$ cat config.mk
export PLATFORM = sky130hd
export DESIGN_NAME = framebuffer_arbiter
export DESIGN_NICKNAME = d
export VERILOG_FILES = /design/src/rtl/framebuffer_arbiter.sv
export SDC_FILE = /design/constraint.sdc
export NUM_CORES = 1
export LEC_CHECK = 0
export CORE_ASPECT_RATIO = 0.7
export CORE_MARGIN = 2
export CORE_UTILIZATION = 56
export DETAILED_ROUTE_END_ITERATION = 10
export GPL_TIMING_DRIVEN = 1
export PLACE_DENSITY_LB_ADDON = 0.05
export SLEW_MARGIN = 10
export SYNTH_ARGS = -nofsm -noshare
export SYNTH_HDL_FRONTEND = slang
export SYNTH_SLANG_ARGS = --single-unit
$ cat constraint.sdc
create_clock -name real100clock -period 5.7 [get_ports real100clock]
set_clock_uncertainty 0.05 [all_clocks]
set_input_delay 0.855 -clock real100clock [delete_from_list [all_inputs] [get_ports real100clock]]
set_output_delay 0.855 -clock real100clock [all_outputs]
set_load 0.01 [all_outputs]
$ cat src/rtl/framebuffer_arbiter.sv
// rtl/framebuffer_arbiter.sv - framebuffer RAM arbiter: VGA scan-out reads, queued engine writes, full-frame clear
// Display slots always win the single RAM port; queued writes and clear fills use every other cycle.
module framebuffer_arbiter #(
  parameter int WIDTH      = 640,
  parameter int HEIGHT     = 480,
  parameter int COLOR_W    = 8,
  parameter int ADDR_W     = 19,
  parameter int FIFO_DEPTH = 4,
  parameter logic [COLOR_W-1:0] BLANK_COLOR = '0
) (
  input  logic               real100clock,
  input  logic               resetn,
  input  logic               pixelPhase,
  input  logic               displayActive,
  input  logic [9:0]         xPixel,
  input  logic [8:0]         yPixel,
  output logic [COLOR_W-1:0] pixelColor,
  input  logic               wrValid,
  output logic               wrReady,
  input  logic [9:0]         wrX,
  input  logic [8:0]         wrY,
  input  logic [COLOR_W-1:0] wrColor,
  input  logic               clearStart,
  input  logic [COLOR_W-1:0] clearColor,
  output logic               clearBusy,
  output logic [2:0]         fifoLevel,
  output logic [ADDR_W-1:0]  memAddr,
  output logic               memWe,
  output logic [COLOR_W-1:0] memWdata,
  input  logic [COLOR_W-1:0] memRdata
);

  localparam int PTR_W = (FIFO_DEPTH > 1) ? $clog2(FIFO_DEPTH) : 1;
  localparam int E_W   = 10 + 9 + COLOR_W;
  localparam logic [2:0]        DEPTH_CNT = 3'(FIFO_DEPTH);
  localparam logic [ADDR_W-1:0] LAST_ADDR = ADDR_W'(WIDTH * HEIGHT - 1);
  localparam logic [0:0] ST_IDLE  = 1'b0;
  localparam logic [0:0] ST_CLEAR = 1'b1;

  function automatic logic [ADDR_W-1:0] pix_addr(input logic [9:0] x, input logic [8:0] y);
    return ADDR_W'(y) * ADDR_W'(WIDTH) + ADDR_W'(x);
  endfunction

  function automatic logic in_range(input logic [9:0] x, input logic [8:0] y);
    return (32'(x) < 32'(WIDTH)) && (32'(y) < 32'(HEIGHT));
  endfunction

  logic [0:0]         state;
  logic [ADDR_W-1:0]  clear_addr;
  logic [COLOR_W-1:0] clear_color;

  logic [E_W-1:0]     fifo_mem [FIFO_DEPTH];
  logic [PTR_W-1:0]   wr_ptr;
  logic [PTR_W-1:0]   rd_ptr;
  logic [2:0]         fifo_count;

  logic               display_slot;
  logic               rd_in_range;
  logic               push;
  logic               pop;
  logic               clear_wr;
  logic [9:0]         head_x;
  logic [8:0]         head_y;
  logic [COLOR_W-1:0] head_color;
  logic               head_in_range;

  // Read tag pipeline: upd marks cycles that refresh pixelColor, rd marks a real RAM read.
  logic               p0_upd;
  logic               p0_rd;
  logic               p1_upd;
  logic               p1_rd;

  assign display_slot  = displayActive & pixelPhase;
  assign rd_in_range   = in_range(xPixel, yPixel);
  assign wrReady       = (fifo_count != DEPTH_CNT);
  assign fifoLevel     = fifo_count;
  assign clearBusy     = (state == ST_CLEAR);
  assign push          = wrValid & wrReady;
  assign pop           = !display_slot && (state == ST_IDLE) && (fifo_count != 3'd0);
  assign clear_wr      = !display_slot && (state == ST_CLEAR);
  assign {head_x, head_y, head_color} = fifo_mem[rd_ptr];
  assign head_in_range = in_range(head_x, head_y);

  always_ff @(posedge real100clock) begin
    if (push) begin
      fifo_mem[wr_ptr] <= {wrX, wrY, wrColor};
    end
  end

  always_ff @(posedge real100clock or negedge resetn) begin
    if (!resetn) begin
      wr_ptr     <= '0;
      rd_ptr     <= '0;
      fifo_count <= 3'd0;
    end else begin
      if (push) begin
        wr_ptr <= wr_ptr + PTR_W'(1);
      end
      if (pop) begin
        rd_ptr <= rd_ptr + PTR_W'(1);
      end
      case ({push, pop})
        2'b10:   fifo_count <= fifo_count + 3'd1;
        2'b01:   fifo_count <= fifo_count - 3'd1;
        default: fifo_count <= fifo_count;
      endcase
    end
  end

  // clearStart is only honoured in IDLE, so a pop issued that same cycle completes first.
  always_ff @(posedge real100clock or negedge resetn) begin
    if (!resetn) begin
      state       <= ST_IDLE;
      clear_addr  <= '0;
      clear_color <= '0;
    end else if (state == ST_IDLE) begin
      if (clearStart) begin
        state       <= ST_CLEAR;
        clear_addr  <= '0;
        clear_color <= clearColor;
      end
    end else if (clear_wr) begin
      clear_addr <= clear_addr + ADDR_W'(1);
      if (clear_addr == LAST_ADDR) begin
        state <= ST_IDLE;
      end
    end
  end

  always_ff @(posedge real100clock or negedge resetn) begin
    if (!resetn) begin
      memAddr  <= '0;
      memWe    <= 1'b0;
      memWdata <= '0;
    end else begin
      memWe <= 1'b0;
      if (display_slot) begin
        if (rd_in_range) begin
          memAddr <= pix_addr(xPixel, yPixel);
        end
      end else if (clear_wr) begin
        memAddr  <= clear_addr;
        memWe    <= 1'b1;
        memWdata <= clear_color;
      end else if (pop && head_in_range) begin
        memAddr  <= pix_addr(head_x, head_y);
        memWe    <= 1'b1;
        memWdata <= head_color;
      end
    end
  end

  always_ff @(posedge real100clock or negedge resetn) begin
    if (!resetn) begin
      p0_upd     <= 1'b0;
      p0_rd      <= 1'b0;
      p1_upd     <= 1'b0;
      p1_rd      <= 1'b0;
      pixelColor <= BLANK_COLOR;
    end else begin
      p0_upd <= !displayActive || pixelPhase;
      p0_rd  <= display_slot && rd_in_range;
      p1_upd <= p0_upd;
      p1_rd  <= p0_rd;
      if (p1_upd) begin
        pixelColor <= p1_rd ? memRdata : BLANK_COLOR;
      end
    end
  end

endmodule

==> reports/metrics.csv <==
stage,metric,value,unit
synthesis,synth_cell_type_count,58,
final_layout,fillers,1107,
sta,min_period_over_period,68.8,%
final_layout,drive_above_1_share,11.0,%
power,switchingPower,1500,uW
clock_tree,clkTransAtPathRegs,0.07,ns
power,clkPwrFrac,26.7,%
worst_setup_path,worstSetupPathType,register to register,
sta,slew_headroom,33.9,%
placement,place.gp.congestion,0.886,
worst_setup_path,critPathCaptureType,register,
placement,io_buffers,108,
sta,fin_ws,1.78,ns
worst_setup_path,crit_top_cell,ha_1,
drt,drt_iter0_drc,415,
floorplanning,dieHeight,108,um
clock_tree,htreeDepth,4,
clock_tree,cts_inserted_buffers,17,
global_route,grt_first_pass_wirelength,29.7,mm
drt,drt_pass1_iterations,5,
synthesis,synth_cells,676,
floorplanning,start_util,56.8,%
floorplanning,die-area,0.0166,mm2
worst_setup_path,r2r_start,rd_ptr[1],
final_layout,layout_common_cells,"edfxtp_1, clkdlybuf4s50_1, dfrtp_1, nor2_1, nand2_1",
synthesis,yosys.area.top_type,edfxtp_1,
floorplanning,die_w,153,um
final_layout,nets,897,
synthesis,syn_area,0.00872,mm2
worst_setup_path,crit_chain,"buf_4, mux4_2, ha_1, ha_1, fa_1, a21o_1, a221oi_2, xnor2_1, and3_4, a211o_1, a221o_1",
placement,placed_area,0.00998,mm2
power,sw_frac_of_total,33.2,%
final_layout,postLayoutCellArea,0.0106,mm2
power,power,4510,uW
flow_run,max-cap-violations,0,
clock_tree,cts_root_buf,clkbuf_16,
drt,routed_wl,18.5,mm
worst_setup_path,required,5.97,ns
clock_tree,cts_tree,done,
global_route,grt_max_degree,76,
synthesis,synthFlopType,edfxtp_1,
power,p_int,3010,uW
synthesis,yosysSeqAreaShare,58.7,%
global_route,grt_overflow,0,
power,pwr-share-seq,39.3,%
final_layout,final_util,69.0,%
worst_hold_path,worstHoldPathType,register to register,
global_route,antenna_found_initial,0,
worst_setup_path,critPathMaxFanout,18,
power,power.density,426,mW/mm2
synthesis,synth-seq-cells,183,
placement,hpwlAfterDp,12.8,mm
drt,avgRoutedWirePerCell,18.6,um
sta,hold_viol,0,
final_layout,diodes,0,
worst_setup_path,cp_slowest_cell,dfrtp_1,
power,p_leak,0.00407,uW
worst_setup_path,cpPeakStageDelay,0.70,ns
drt,drt-vias-per-instance,5.83,
synthesis,synth.top_cell.area_share,37.2,%
synthesis,yosysWarnings,0,
sta,setup_violations,0,
worst_setup_path,setup.worst_path.start,rd_ptr[1],
synthesis,synth_edf_count,108,
clock_tree,cts_setup_buffers,0,
outcome,status,finished clean,
power,irDropWorstVdd,0.264,mV
sta,tightest_slew,0.991,ns
worst_setup_path,arrival,4.19,ns
clock_tree,clock_sinks,183,
drt,vias,5813,
worst_setup_path,startpoint_type,register,
sta,rsz0062_at_grt,no,
clock_tree,cts_max_path_buffers,2,
floorplanning,core,0.0154,mm2
sta,final_max_slew_viol_count,0,
final_layout,layout_commonest_cell,edfxtp_1,
sta,fin_setup_tns,0,ns
final_layout,area_delta_synth_final,21.5,%
worst_setup_path,worst-r2r-setup-slack,1.78,ns
global_route,grt_pass1_vias,5764,
floorplanning,top_level_ports,109,
placement,dp_slack,1.81,ns
clock_tree,cts_hold_buf,0,
sta,final.min_clock_period,3.92,ns
clock_tree,clock_latency,0.44,ns
sta,fmaxAchievable,255,MHz
synthesis,synthArstFlopShare,41.0,%
power,power_frac_comb,34.0,%
drt,drc_errors,0,
drt,drtAntennaViolNets,0,
floorplanning,rows,38,
synthesis,synth_area_leaders,"edfxtp_1, dfrtp_1, mux4_2",
worst_hold_path,worstHoldStart,p0_rd,
global_route,track_usage,23.6,%
synthesis,syn_area_per_cell,12.9,um2
synthesis,synth_fp_nets,789,
clock_tree,cts_resized,0,
flip-flops by register name (all words and copies together), names as in the netlist:
| signal | count |
|---|---|
| wr_ptr | 2 |
| rd_ptr | 2 |
| clear_addr | 19 |
| memWe | 1 |
| p0_rd | 1 |
| p1_rd | 1 |
| fifo_mem | 108 |
| fifoLevel | 3 |
| clear_color | 8 |
| memAddr | 19 |
| pixelColor | 8 |
| p1_upd | 1 |
| p0_upd | 1 |
| clearBusy | 1 |
| memWdata | 8 |
stage by stage:
stage | std cells | hold slack, ns
finish | 997 | 0.309
global route | 997 | 0.315
CTS | 997 | 0.313
detailed placement | 965 | 0.292
global placement | 965 | 0.295
floorplan | 676 | 0.281
layout make-up:
class                           instances  area [um2]  area share, %
Clock buffer                           17         425           4.02
Inverter                               27         101          0.957
Clock inverter                         15         188           1.77
Tap cell                              200         250           2.36
Multi-Input combinational cell        441        3380           31.9
Timing Repair Buffer                  114        1120           10.6
Sequential cell                       183        5120           48.3
cells by family (layout without fill, tap and decap cells):
| group | Yosys count | after routing | share of synthesized area [%] |
|---|---|---|---|
| fa+ha+maj | 45 | 45 | 6.89 |
| xor+xnor | 25 | 25 | 2.51 |
| compound gates | 136 | 136 | 9.53 |
| flops | 183 | 183 | 58.7 |
| simple gates | 185 | 185 | 10.1 |
| buf+inv | 52 | 173 | 2.52 |
| mux | 50 | 50 | 9.73 |
synth_stat cells, types with 3 or more instances:
| master | n |
|---|---|
| edfxtp_1 | 108 |
| dfrtp_1 | 75 |
| nor2_1 | 52 |
| nand2_1 | 51 |
| o21ai_0 | 47 |
| ha_1 | 40 |
| mux4_2 | 27 |
| nand3_1 | 27 |
| inv_1 | 26 |
| a21oi_1 | 24 |
| mux2i_1 | 15 |
| clkbuf_1 | 14 |
| and3_1 | 13 |
| xnor2_1 | 13 |
| xor2_1 | 12 |
| o21ai_1 | 10 |
| nor3_1 | 9 |
| o22ai_1 | 9 |
| a31oi_1 | 8 |
| buf_2 | 8 |
| mux2_2 | 8 |
| nand4_1 | 7 |
| o211ai_1 | 6 |
| a211oi_1 | 5 |
| a21o_1 | 5 |
| fa_1 | 5 |
| nor2b_1 | 5 |
| o21bai_1 | 4 |
| and4_1 | 3 |
| nand2b_1 | 3 |
| o21a_1 | 3 |
| or2_2 | 3 |
worst paths after layout:
check / end / cells past startpoint
setup / recovery: memAddr[17] / 11
hold / removal: p1_rd / 0
setup reg to reg: memAddr[17] / 11
hold reg to reg: p1_rd / 0
max in group asynchronous: rd_ptr[0] / 1
min in group asynchronous: pixelColor[6] / 1
per-layer routing:
layer | track usage [%] | part of all wire [%]
met2 | 37.6 | 46
met4 | 7.54 | 1.6
met3 | 4.89 | 5.4
met5 | 0 | 0
met1 | 33.1 | 47
power groups by stage:
| stage | clock network [uW] | logic [uW] | registers [uW] |
|---|---|---|---|
| 6_report | 1200 | 1530 | 1770 |
| 5_1_grt | 1280 | 1710 | 1800 |
| 4_1_cts | 1220 | 1540 | 1770 |
| 3_5_place_dp | 0 | 1520 | 1800 |
| 3_3_place_gp | 0 | 1500 | 1780 |
| 2_1_floorplan | 0 | 1100 | 1760 |
worst max-delay path: cells and delay by family, from the launching register on:
family / cells / cell delay (ns)
muxes: 1 / 0.37
AOI/OAI and AO/OA: 4 / 1.09
buffers and inverters: 1 / 0.39
DFF: 1 / 0.70
and+or+nand+nor: 1 / 0.20
xor gates and xnor gates: 1 / 0.14
adders and majority gates: 3 / 0.86
Power figures use the tool's default switching activity.
